===== src/rtl/pc_fetch_sequencer.sv =====
// pc_fetch_sequencer: owns the PC, fetches via req/ready, issues via valid/ack, halts on EBREAK/timeout/misalign
module pc_fetch_sequencer #(
  parameter int XLEN = 64,
  parameter logic [XLEN-1:0] RESET_PC = '0,
  parameter int MAX_WAIT = 15
) (
  input  logic            clk,
  input  logic            reset,
  input  logic            start,
  output logic            imem_req,
  output logic [XLEN-1:0] imem_addr,
  input  logic            imem_ready,
  input  logic [31:0]     imem_rdata,
  output logic            instr_valid,
  output logic [31:0]     instr,
  output logic [XLEN-1:0] instr_pc,
  input  logic            instr_ack,
  input  logic            stall,
  input  logic            branch_taken,
  input  logic [XLEN-1:0] branch_imm,
  output logic [XLEN-1:0] pc,
  output logic            halted,
  output logic [1:0]      halt_cause,
  output logic [31:0]     retired
);
  localparam logic [31:0] EBREAK = 32'h0010_0073;
  typedef enum logic [1:0] {IDLE, FETCH, ISSUE, HALT} state_t;
  state_t state_q, state_d;
  logic [XLEN-1:0] pc_q, pc_d, instr_pc_q, instr_pc_d, target;
  logic [31:0] instr_q, instr_d, retired_q, retired_d;
  logic [7:0] wait_cnt_q, wait_cnt_d;
  logic [1:0] cause_q, cause_d;
  logic accept;
  always_comb begin
    state_d = state_q;
    pc_d = pc_q;
    instr_d = instr_q;
    instr_pc_d = instr_pc_q;
    retired_d = retired_q;
    wait_cnt_d = wait_cnt_q;
    cause_d = cause_q;
    accept = instr_ack & ~stall;
    target = instr_pc_q + (branch_taken ? (branch_imm << 1) : XLEN'(4));
    case (state_q)
      IDLE: begin
        pc_d = RESET_PC;
        if (start) state_d = FETCH;
      end
      FETCH: begin
        if (imem_ready) begin
          instr_d = imem_rdata;
          instr_pc_d = pc_q;
          wait_cnt_d = '0;
          state_d = ISSUE;
        end else if (wait_cnt_q == 8'(MAX_WAIT - 1)) begin
          state_d = HALT;
          cause_d = 2'b10;
        end else wait_cnt_d = wait_cnt_q + 8'd1;
      end
      ISSUE: begin
        if (accept) begin
          retired_d = retired_q + 32'd1;
          if (instr_q == EBREAK) begin
            state_d = HALT;
            cause_d = 2'b01;
          end else if (target[1:0] != 2'b00) begin
            state_d = HALT;
            cause_d = 2'b11;
          end else begin
            pc_d = target;
            state_d = FETCH;
          end
        end
      end
      default: ;
    endcase
  end
  always_ff @(posedge clk) begin
    if (reset) begin
      state_q <= IDLE;
      pc_q <= RESET_PC;
      instr_q <= '0;
      instr_pc_q <= '0;
      retired_q <= '0;
      wait_cnt_q <= '0;
      cause_q <= '0;
    end else begin
      state_q <= state_d;
      pc_q <= pc_d;
      instr_q <= instr_d;
      instr_pc_q <= instr_pc_d;
      retired_q <= retired_d;
      wait_cnt_q <= wait_cnt_d;
      cause_q <= cause_d;
    end
  end
  assign imem_req = state_q == FETCH;
  assign imem_addr = state_q == FETCH ? pc_q : '0;
  assign instr_valid = state_q == ISSUE;
  assign instr = instr_q;
  assign instr_pc = instr_pc_q;
  assign pc = pc_q;
  assign halted = state_q == HALT;
  assign halt_cause = cause_q;
  assign retired = retired_q;
endmodule

===== config.mk =====
export PLATFORM = sky130hd
export DESIGN_NAME = pc_fetch_sequencer
export DESIGN_NICKNAME = d
export VERILOG_FILES = /design/src/rtl/pc_fetch_sequencer.sv
export SDC_FILE = /design/constraint.sdc
export NUM_CORES = 1
export LEC_CHECK = 0
export BUFFER_PORTS_ARGS = -buffer_cell sky130_fd_sc_hd__buf_4
export CAP_MARGIN = 40
export CORE_AREA = 2 2 149 151
export CTS_BUF_LIST = sky130_fd_sc_hd__clkbuf_16
export DETAILED_ROUTE_END_ITERATION = 10
export DIE_AREA = 0 0 151 153
export PLACE_DENSITY = 0.92
export REMOVE_ABC_BUFFERS = 1
export SLEW_MARGIN = 10
export SYNTH_ARGS = -nofsm -noshare
export SYNTH_HDL_FRONTEND = slang
export SYNTH_SLANG_ARGS = --single-unit
export TNS_END_PERCENT = 100

===== constraint.sdc =====
create_clock -name clk -period 5.1 [get_ports clk]
set_input_delay 0.765 -clock clk [delete_from_list [all_inputs] [get_ports clk]]
set_output_delay 0.765 -clock clk [all_outputs]
set_load 0.1 [all_outputs]

# Word level (Yosys, flattened, before mapping)
# Index checks and enable logic that the tools add are counted.
[word_totals] register_bits=204 inputBits=103 output_inout_bits=261 word_cells=58
[classes] add_sub_neg=3 n_eq_ne=14 muxes=21 n_bitwise=2 n_reduce_logical=11
[op_table] operator="64-bit 2-to-1 mux" count=5
[op_table] operator="64-bit case mux with 2 select lines" count=1
[op_table] operator="64-bit adder" count=1
[op_table] operator="32-bit by 1-bit adder with 32-bit output (second input constant)" count=1
[op_table] operator="32-bit by 21-bit equality test with 1-bit output (second input constant)" count=1
[op_table] operator="2-bit 2-to-1 mux" count=11
[op_table] operator="8-bit 2-to-1 mux" count=2
[op_table] operator="2-bit inequality test (second input constant)" count=5
[op_table] operator="8-bit by 1-bit adder with 8-bit output (second input constant)" count=1
[op_table] operator="8-bit by 4-bit equality test with 1-bit output (second input constant)" count=1
[op_table] operator="4-bit AND reduction" count=2
[op_table] operator="3-bit by 1-bit inequality test with 1-bit output (second input constant)" count=2
[op_table] operator="2-bit case mux with 3 select lines" count=1
[op_table] operator="2-bit AND reduction" count=3
[op_table] operator="2-bit nonzero test" count=3
[op_table] operator="5-bit AND reduction" count=1
[op_table] operator="2-bit equality test (second input constant)" count=2
[op_table] operator="2-bit by 1-bit inequality test with 1-bit output (second input constant)" count=2
[op_table] operator="2-bit case mux with 2 select lines" count=1
[op_table] operator="3-bit nonzero test" count=1
[op_table] operator="2-bit by 1-bit equality test with 1-bit output (second input constant)" count=1
[op_table] operator="2-bit logical NOT" count=1
[op_table] operator="1-bit AND" count=1
[op_table] operator="1-bit inverter" count=1

# Longest topological paths before layout
# Gate-level depths: netlist of the first run.
[depth] word_depth=7 ltp_mapped=14 mapped_depth_nobuf=13

# Worst setup path after synthesis of the first run
# OpenSTA, ideal clock, no wires.
[synth_timing] path_type="in2reg" from="input branch_taken" to="register pc_q[52] (netlist: pc[52])" setup_ps=123 arrival_ps=3595 required_ps=4977 setup_slack_ps=1382 cell_stages=14 n_path_buf=3 cell_sequence="clkbuf_1 clkbuf_1 and2_1 ha_1 clkbuf_2 nand4_2 or4b_4 or3_1 o22ai_2 o21ai_2 o21a_4 o31ai_4 xnor2_1 o21ai_2"
[synth_via] elab_chain_cells=6 word_cells_on_any_way=9 cone_classes="add/sub (1); eq/ne (1); mux (5); reduce/logical (2)"
[synth_rtl] item="from (decl)" line_no="19" text="input logic branch_taken,"
[synth_rtl] item="64-bit 2-to-1 mux *" line_no="43" text="target = instr_pc_q + (branch_taken ? (branch_imm << 1) : XLEN'(4));"
[synth_rtl] item="64-bit adder *" line_no="43"
[synth_rtl] item="64-bit 2-to-1 mux" line_no="66" text="end else if (target[1:0] != 2'b00) begin"
[synth_rtl] item="64-bit 2-to-1 mux" line_no="63" text="if (instr_q == EBREAK) begin"
[synth_rtl] item="64-bit 2-to-1 mux" line_no="61" text="if (accept) begin"
[synth_rtl] item="64-bit case mux with 2 select lines" line_no="44" text="case (state_q)"
[synth_rtl] item="to (signal assigned)" line_no="89" text="pc_q <= pc_d;"
[synth_rtl] item="to (decl)" line_no="29" text="logic [XLEN-1:0] pc_q, pc_d, instr_pc_q, instr_pc_d, target;"
# Mark *: on every way between the ends. The rest lies on a longest branch, timed or not. The select of a mux whose other input is x is not followed.
# A chain may end at the register's enable or synchronous reset.

# Worst setup path in the final report of the first run
[layout_timing] from="input branch_taken" to="register pc_q[57] (netlist: pc[57])"
# Same word-level chain as after synthesis.

==> impl_metrics.json, run 1 <==
{
  "status": "finished, final reports clean",
  "relSlewSlack": 0.4505,
  "pwr-share-clk": 0.408,
  "setup_tns_ns": 0,
  "cts_root_buf": "clkbuf_16",
  "ys_seq_elements": 204,
  "cts_made_buffers": 23,
  "cts_tree": "yes",
  "cp.required_ns": 5.57,
  "path_clk_slew_ns": 0.06,
  "finalCritPeriodShare": 0.7889,
  "cp.arrival_ns": 4.49,
  "endpoint_kind": "flip-flop",
  "cp-startpoint": "branch_taken",
  "pwr-share-comb": 0.170,
  "die_area_sq_um": 23100,
  "syn-cell-area_sq_um": 11900,
  "layout_min_cycle_time_ns": 4.023,
  "totalWireLength_um": 38020,
  "seq_power_share": 0.422,
  "tightestPinTransition_ns": 0.8157,
  "grt_usage": 0.3105,
  "min_path_type": "reg2reg",
  "worstHoldStart": "instr[20]",
  "p_int_uw": 2724,
  "synth-compound-area-share": 0.1998,
  "crit_fanout": 29,
  "initialDrtViolationCount": 849,
  "grt_max_degree": 71,
  "h-tree-depth": 1,
  "start_kind": "primary input",
  "syn_inst": 1575,
  "fin_nets": 2059,
  "grt_antenna_before_repair": 0,
  "vdd_drop_max_v": 0.0002932,
  "crit_type": "in2reg",
  "report.final.slew_viol_count": 0,
  "clkSinkCount": 204,
  "diodes": 0,
  "dieHeight_um": 153,
  "synth.mux.area_fraction": 0.003470,
  "powerDensity_nw_per_um2": 250.6,
  "synth_top_family_by_area": "simple AND/OR/NAND/NOR gates",
  "maxCapViolCount": 0,
  "setup_violations": 0,
  "yosysSeqAreaShare": 0.3432,
  "dp_slack_ns": 0.7166,
  "async_flop_share": 0,
  "skew_ns": 0.02445,
  "via_per_inst": 5.809,
  "ys.flop_type": "dfxtp_1",
  "syn_avg_cell_area_sq_um": 7.556,
  "drive_gt1_frac": 0.2266,
  "clkLatencyLatePin_ns": 0.52,
  "yosysWarnings": 0,
  "grt_pass1_wl_um": 59170,
  "gr-total-overflow": 0,
  "drc_errors": 0,
  "wl_per_cell_um": 17.42,
  "vias": 12680,
  "setup_ws_ns": 1.077,
  "switching_share": 0.2984,
  "final_cell_mix": "buf_4, nand2_1, dfxtp_1, a21oi_1, and2_1",
  "ctsResizeCount": 0,
  "num_io_pins": 364,
  "leakage_uw": 0.006690,
  "num_rows": 54,
  "max_freq_mhz": 248.6,
  "final_antenna_net_count": 0,
  "core_area_sq_um": 21490,
  "mostFrequentLayoutCell": "buf_4",
  "die_x_um": 151,
  "synth_enable_flop_cells": 0,
  "fillers": 1618,
  "synthXorXnorAreaFrac": 0.06035,
  "r2r_start": "instr_pc[1]",
  "portBuffers": 362,
  "area_delta_synth_final_pct": 30.21,
  "p_sw_uw": 1159,
  "dr.pass1.iters": 5,
  "grt_pass1_vias": 11880,
  "initial_utilization": 0.5539,
  "yosysUniqueCellTypes": 69,
  "r2r_slack_ns": 1.44,
  "cts_setup_buffers": 0,
  "hpwlAfterDp_um": 27620,
  "hold_buffers": 0,
  "synth_fa_ha_area_frac": 0.07423,
  "clockBufferDepth": 3,
  "gp_congestion": 1.004,
  "synth-simple-area-share": 0.2828,
  "hold_violations": 0,
  "rsz0062_at_grt": "no"
}
==> sequential cells by signal (all words and copies together) (netlist names) <==
name / flops
halt_cause: 2
state_q: 2
instr_pc: 64
wait_cnt_q: 8
retired: 32
pc: 64
instr: 32
==> Yosys cell counts (7+ instances only) <==
cell,number,share of area
o21a_1,7,0.0044
a22oi_1,24,0.015
inv_1,22,0.0069
nor3_1,19,0.0080
nand2b_1,15,0.0079
clkbuf_1,73,0.023
nand4_1,30,0.016
a211oi_1,8,0.0050
buf_2,10,0.0042
o21bai_1,12,0.0076
nand3_1,28,0.012
a21o_1,20,0.013
and2_1,130,0.068
o211ai_1,9,0.0057
xnor2_1,33,0.024
dfxtp_1,204,0.34
nor2_1,103,0.032
xor2_1,49,0.036
and3_1,15,0.0079
nand2_1,304,0.096
o21ai_0,86,0.036
nor4_1,8,0.0042
or3_1,14,0.0074
a21oi_1,192,0.081
ha_1,69,0.073
nor2b_1,11,0.0058
==> power groups by stage <==
stage                     registers [uW]  logic (uW)  clock network (uW)
after detailed placement            1670         654                   0
after CTS                           1640         657                1600
after global placement              1670         615                   0
after global routing                1640         700                1670
final                               1640         661                1580
after floorplan                     1820         253                   0
==> cell type report <==
type	instances	area (sq um)	area share
clock buffer	23	575.6	0.03714
timing repair buffer	374	2863	0.1848
inverter	22	82.58	0.005329
multi-input combinational	1261	7412	0.4784
sequential	204	4084	0.2636
tap	280	350.3	0.02261
clock inverter	18	127.6	0.008236
==> worst max-delay path, cell delays in order <==
cell and delay, ns:
buf_4 0.28, and2_1 0.19, ha_1 0.19, inv_1 0.06
fa_1 0.38, nand2b_1 0.19, a21oi_1 0.22, o21ai_1 0.18
o21ai_0 0.52, a31oi_1 0.41, o22a_1 0.29, a31o_2 0.27
or4_1 0.40, nand3_1 0.10
==> cells by family (layout without fill, tap and decap cells) <==
| group | Yosys count | count (layout) |
|---|---|---|
| simple gates | 701 | 701 |
| fa+ha+maj | 70 | 70 |
| flops | 204 | 204 |
| xor+xnor | 82 | 82 |
| buf+inv | 110 | 437 |
| compound gates | 404 | 404 |
| mux | 4 | 4 |
==> metal layers <==
metal,up-vias,global-route usage,wire length (um)
met2,598,0.5379,18580
met1,5911,0.3785,14830
met5,-,0,0
met4,0,0.1273,1592
met3,112,0.05373,3007
li1,6054,-,-
==> worst paths after layout <==
kind / to / cells past startpoint
max: pc[57] / 14
min: instr[20] / 2
max reg2reg: pc[57] / 12
min reg2reg: instr[20] / 2
==> metrics by stage <==
step	total power (uW)	std cells	utilization	cell area [sq um]	hold slack (ns)
detailed placement	2326	2141	0.6884	14790	0.4625
global placement	2286	2136	0.6841	14700	0.4571
CTS	3892	2182	0.7212	15490	0.4715
floorplan	2070	1487	-	11550	0.4523
global route	4008	2182	0.7212	15490	0.4882
finish	3883	2182	0.7212	15490	0.4726
Note: power is estimated with default switching activity, not from simulation.
==> run 2: changes to the inputs <==
ABC_AREA = 1   (was unset)
CORE_AREA = 2 2 174 176   (was 2 2 149 151)
DIE_AREA = 0 0 176 178   (was 0 0 151 153)
PLACE_DENSITY = 0.85   (was 0.92)
clock period = 3.36 ns   (was 5.1 ns; I/O delays follow)
==> run 2 against run 1 <==
Effect of this change: area after synthesis rose by 22%; clock power is 70% higher; utilization decreased by 9.4 points; sequential share of layout area is 4.2 points lower; via count up 31%; register-to-register slack worse by 0.61 ns; wire length increased by 29%; global-route usage is 0.54 points lower; synthesized cell count rose by 62%; first-iteration DRC count is 45% higher; non-clock buffer count rose by 4; critical path type unchanged; largest cell class unchanged; largest power group is now combinational cells.
==> impl_metrics.json, run 2 <==
{
  "status": "finished, final reports clean",
  "synth_largest_area_cell": "dfxtp_1",
  "synth.most_common_cell": "nand2_1",
  "die_x_um": 176,
  "max_freq_mhz": 377.3,
  "vias": 16620,
  "report.final.slew_viol_count": 0,
  "core_area_sq_um": 29400,
  "syn_avg_cell_area_sq_um": 5.716,
  "totalWireLength_um": 48970,
  "endpoint_kind": "flip-flop",
  "yosysSeqAreaShare": 0.2803,
  "synth_common_cells": "nand2_1, inv_1, nor2_1",
  "final_antenna_net_count": 0,
  "syn_inst": 2549,
  "final_cell_mix": "nand2_1, inv_1, buf_4, nor2_1, dfxtp_1",
  "setup_violations": 0,
  "diodes": 0,
  "layout_min_cycle_time_ns": 2.650,
  "vdd_drop_max_v": 0.0004366,
  "yosysWarnings": 0,
  "die_area_sq_um": 31330,
  "crit_type": "in2reg",
  "portBuffers": 362,
  "grt_antenna_before_repair": 0,
  "mostFrequentLayoutCell": "nand2_1",
  "leakage_uw": 0.01038,
  "area_delta_synth_final_pct": 26.48,
  "grt_pass1_vias": 15480,
  "multi_input_area_sq_um": 8258,
  "ys_seq_elements": 204,
  "cts_root_buf": "clkbuf_16",
  "cp.required_ns": 3.76,
  "hold_buffers": 0,
  "via_per_inst": 5.056,
  "path_clk_slew_ns": 0.06,
  "regArea_sq_um": 4084,
  "grt_max_degree": 88,
  "min_path_cells": 3,
  "clkLatencyLatePin_ns": 0.53,
  "num_rows": 63,
  "rsz0062_at_grt": "no",
  "synth_enable_flop_cells": 0,
  "cts_made_buffers": 23,
  "start_kind": "primary input",
  "clkSinkCount": 204,
  "hold_violations": 0,
  "dp_cells": 3247,
  "min_path_type": "in2reg",
  "hold_slack_ns": 0.2257,
  "rr_worst_depth": 14,
  "h-tree-depth": 1,
  "ys.flop_type": "dfxtp_1",
  "hpwlAfterDp_um": 38810,
  "syn-cell-area_sq_um": 14570,
  "clockBufferDepth": 3,
  "powerDensity_nw_per_um2": 466.7,
  "crit_fanout": 27,
  "cts_tree": "yes",
  "fin_nets": 3055,
  "dieHeight_um": 178,
  "gp_congestion": 0.9700,
  "initialDrtViolationCount": 1228,
  "ys_top_cells_by_area": "dfxtp_1, nand2_1, inv_1, nor2_1, ha_1",
  "dr.pass1.iters": 5,
  "grt_usage": 0.3051,
  "initial_utilization": 0.4956,
  "ctsResizeCount": 0,
  "netlist.area_leader.share": 0.2803,
  "layout.cells.non_filler": 3288,
  "grt_pass1_wl_um": 77490,
  "finalCritPeriodShare": 0.7888,
  "yosysUniqueCellTypes": 41,
  "cp.arrival_ns": 3.05,
  "drive_gt1_frac": 0.1663,
  "fillers": 2746,
  "async_flop_share": 0,
  "relSlewSlack": 0.5737,
  "tightestPinTransition_ns": 0.6394,
  "drc_errors": 0,
  "skew_ns": 0.007899,
  "maxCapViolCount": 0,
  "wl_per_cell_um": 14.89,
  "num_io_pins": 364,
  "cts_setup_buffers": 0,
  "gr-total-overflow": 0
}
## run 2: changes by cell type after synthesis, moves of 50 or more
cell     before  now
nand2_1     304  825
inv_1        22  506
o21ai_0      86  136
nand3_1      28  127
nor2_1      103  294
and2_1      130    1
## run 2: per-stage QoR
step             util  cell area [sq um]  total power (uW)  setup slack, ns  setup TNS, ns
6_report       0.6268              18430              8601           0.7096              0
3_3_place_gp   0.5994              17620              5871           0.3461              0
2_1_floorplan       -              14260              5086           -2.919        -267.27
4_1_cts        0.6268              18430              8620           0.8025              0
3_5_place_dp   0.6001              17640              5944           0.2559              0
5_1_grt        0.6268              18430              8970           0.4880              0
## run 2: logic make-up after synthesis
group                    share of synthesized area
flip-flops                                  0.2803
XOR/XNOR                                  0.003607
AND/OR/NAND/NOR                             0.3863
buffers and inverters                       0.1533
AO/OA/AOI/OAI                               0.1158
adder cells (fa/ha/maj)                    0.06063
## run 2: where the power goes
group | switching, uW | total (uW) | internal [uW]
sequential | 164 | 2750 | 2590
combinational | 2400 | 3170 | 766
clock | 1060 | 2680 | 1620
total | 3620 | 8600 | 4980
## run 2: final timing paths
path | slack (ns) | endpoint | from
worst max-delay path | 0.71 | pc[45] | branch_taken
worst min-delay path | 0.23 | instr[30] | imem_rdata[30]
worst max register to register | 0.83 | pc[45] | instr_pc[1]
worst min register to register | 0.47 | halt_cause[0] | halt_cause[0]
## run 2: routing by layer
| metal | GRT usage | share of wire | vias up |
|---|---|---|---|
| li1 | - | - | 8461 |
| met1 | 0.3994 | 0.44 | 7472 |
| met2 | 0.5197 | 0.46 | 600 |
| met3 | 0.04710 | 0.076 | 91 |
| met4 | 0.09125 | 0.027 | 0 |
| met5 | 0 | 0 | - |
## run 2: cell type report
class / instances / share of cell area
timing repair buffer: 378 / 0.1567
inverter: 513 / 0.1045
clock buffer: 23 / 0.03123
multi-input combinational: 1762 / 0.4481
sequential: 204 / 0.2216
tap: 390 / 0.02648
clock inverter: 18 / 0.01141
## run 2: critical path, stage by stage
cell,delay [ns]
buf_4,0.31
nand2_1,0.11
inv_1,0.08
ha_1,0.27
inv_1,0.09
fa_1,0.41
nor2_1,0.17
or2_2,0.17
nand2_1,0.06
nand2_1,0.16
nand2_1,0.07
nand2_1,0.24
nand2_1,0.12
nand2_1,0.08
nand2_1,0.05
nand3_1,0.09
a21oi_1,0.07
==> run 3: changes to the inputs <==
clock period = 2.3 ns   (was 3.36 ns; I/O delays follow)
==> run 3 against run 2 <==
Effect of this change: total power up 58%; hold slack lost 0.17 ns; register-to-register slack got worse by 0.79 ns; final area increased by 9.3%; setup slack got worse by 0.67 ns; via count increased by 6.7%; global-route usage increased by 2.3 points; flip-flop and latch count unchanged; die area is the same; clock power increased by 64%; combinational power up 62%; critical endpoint is now pc[30]; largest cell class unchanged.
==> impl_metrics.json, run 3 (synthesis gave the netlist of run 2 again) <==
{
  "final_cell_mix": "nand2_1, buf_4, inv_1, nor2_1, dfxtp_1",
  "vdd_drop_max_v": 0.0008203,
  "r2r_start": "instr_pc[4]",
  "fin_nets": 3210,
  "vias": 17740,
  "core_area_sq_um": 29400,
  "relSlewSlack": 0.5502,
  "grt_max_degree": 88,
  "dieHeight_um": 178,
  "clockBufferDepth": 3,
  "grt_usage": 0.3283,
  "path_clk_slew_ns": 0.06,
  "clkLatencyLatePin_ns": 0.55,
  "status": "finished, final reports clean",
  "setup_violations": 0,
  "mostFrequentLayoutCell": "nand2_1",
  "cp.required_ns": 2.71,
  "grt_pass1_wl_um": 82690,
  "report.final.slew_viol_count": 0,
  "die_area_sq_um": 31330,
  "wl_per_cell_um": 15.72,
  "regArea_sq_um": 4090,
  "cp-startpoint": "instr_pc[4]",
  "h-tree-depth": 1,
  "num_rows": 63,
  "diodes": 0,
  "grt_pass1_vias": 16230,
  "die_x_um": 176,
  "cp.arrival_ns": 2.67,
  "final_util": 0.6851,
  "layout_min_cycle_time_ns": 2.260,
  "dr.pass1.iters": 6,
  "maxCapViolCount": 0,
  "area_delta_synth_final_pct": 38.24,
  "leakage_uw": 0.01122,
  "max_freq_mhz": 442.5,
  "final_antenna_net_count": 0,
  "via_per_inst": 5.150,
  "multi_input_area_sq_um": 8638,
  "cts_root_buf": "clkbuf_16",
  "start_kind": "flip-flop",
  "worstHoldStart": "imem_rdata[11]",
  "totalWireLength_um": 54160,
  "gp_congestion": 0.9396,
  "min_path_type": "in2reg",
  "crit_fanout": 4,
  "drc_errors": 0,
  "cts_made_buffers": 24,
  "num_io_pins": 364,
  "initialDrtViolationCount": 1568,
  "grt_antenna_before_repair": 0,
  "powerDensity_nw_per_um2": 673.3,
  "rsz0062_at_grt": "yes",
  "power_uw": 13560,
  "skew_ns": 0.01782,
  "portBuffers": 362,
  "gr-total-overflow": 0,
  "fillers": 2571,
  "initial_utilization": 0.4956,
  "crit_type": "reg2reg",
  "hpwlAfterDp_um": 41980,
  "hold_violations": 0,
  "endpoint_kind": "flip-flop",
  "drive_gt1_frac": 0.2383,
  "finalCritPeriodShare": 0.9826,
  "clkSinkCount": 204,
  "cts_tree": "yes",
  "tightestPinTransition_ns": 0.6747
}
-- run 3: cell count changes in the layout (fill, tap and decap cells not counted), sizes merged --
cell      delta
buf        +154
bufinv       +2
clkbuf       +1
clkinvlp     +1
inv          -1
-- run 3: where the power goes --
| group | switching (uW) | internal, uW |
|---|---|---|
| Combinational | 3680 | 1450 |
| Sequential | 260 | 3790 |
| Clock | 1690 | 2700 |
-- run 3: area by class of cell --
type | count | area share
multi-input cells | 1762 | 0.4289
inverters | 513 | 0.09573
repair buffers | 532 | 0.2038
flip-flops and latches | 204 | 0.2031
well taps | 390 | 0.02423
clock buffers | 24 | 0.02982
clock inverters | 20 | 0.01454
-- run 3: path summary, 6_finish.rpt --
check	depth (start not counted)	to	slack, ns
max	13	pc[30]	0.04
max reg2reg	13	pc[30]	0.04
min reg2reg	2	halt_cause[0]	0.47
min	3	instr[11]	0.05
-- run 3: stage by stage --
stage / setup slack [ns] / hold slack (ns) / cells / cell area (sq um) / setup TNS [ns]
3_5_place_dp: -0.4610 / 0.4611 / 3400 / 18820 / -16.01
5_1_grt: -0.08344 / 0.06649 / 3445 / 20140 / -0.2434
4_1_cts: 0.02256 / 0.04242 / 3444 / 19720 / 0
3_3_place_gp: -0.4096 / 0.4513 / 3400 / 18820 / -14.00
2_1_floorplan: -3.979 / 0.4074 / 2479 / 14260 / -478.71
6_report: 0.04004 / 0.05088 / 3445 / 20140 / 0
-- run 3: routing by layer --
metal	up-vias	wire length, um	GRT usage
met2	764	24600	0.5484
met4	0	1618	0.09125
met1	8109	23230	0.4438
met3	104	4707	0.04646
met5	-	0	0
li1	8765	-	-
-- run 3: worst max-delay path: stages (launching register included) --
cell and delay [ns]:
dfxtp_1 0.41, ha_4 0.25, nand2_1 0.13, inv_1 0.05, nand2_1 0.12, nand3_2 0.15
nand2_1 0.09, nand2_1 0.11, nand2_1 0.09, nand2_1 0.13, buf_4 0.19, or2_2 0.27
nand3_1 0.07, a21oi_1 0.06
-- run 3: timing repair --
action / in CTS / in global routing
setup endpoints to repair: 39 / 79
hold buffers: 0 / 0
pin swaps: 0 / 7
cloned: 0 / 0
resized for setup: 2 / 96
setup buffers: 0 / 1
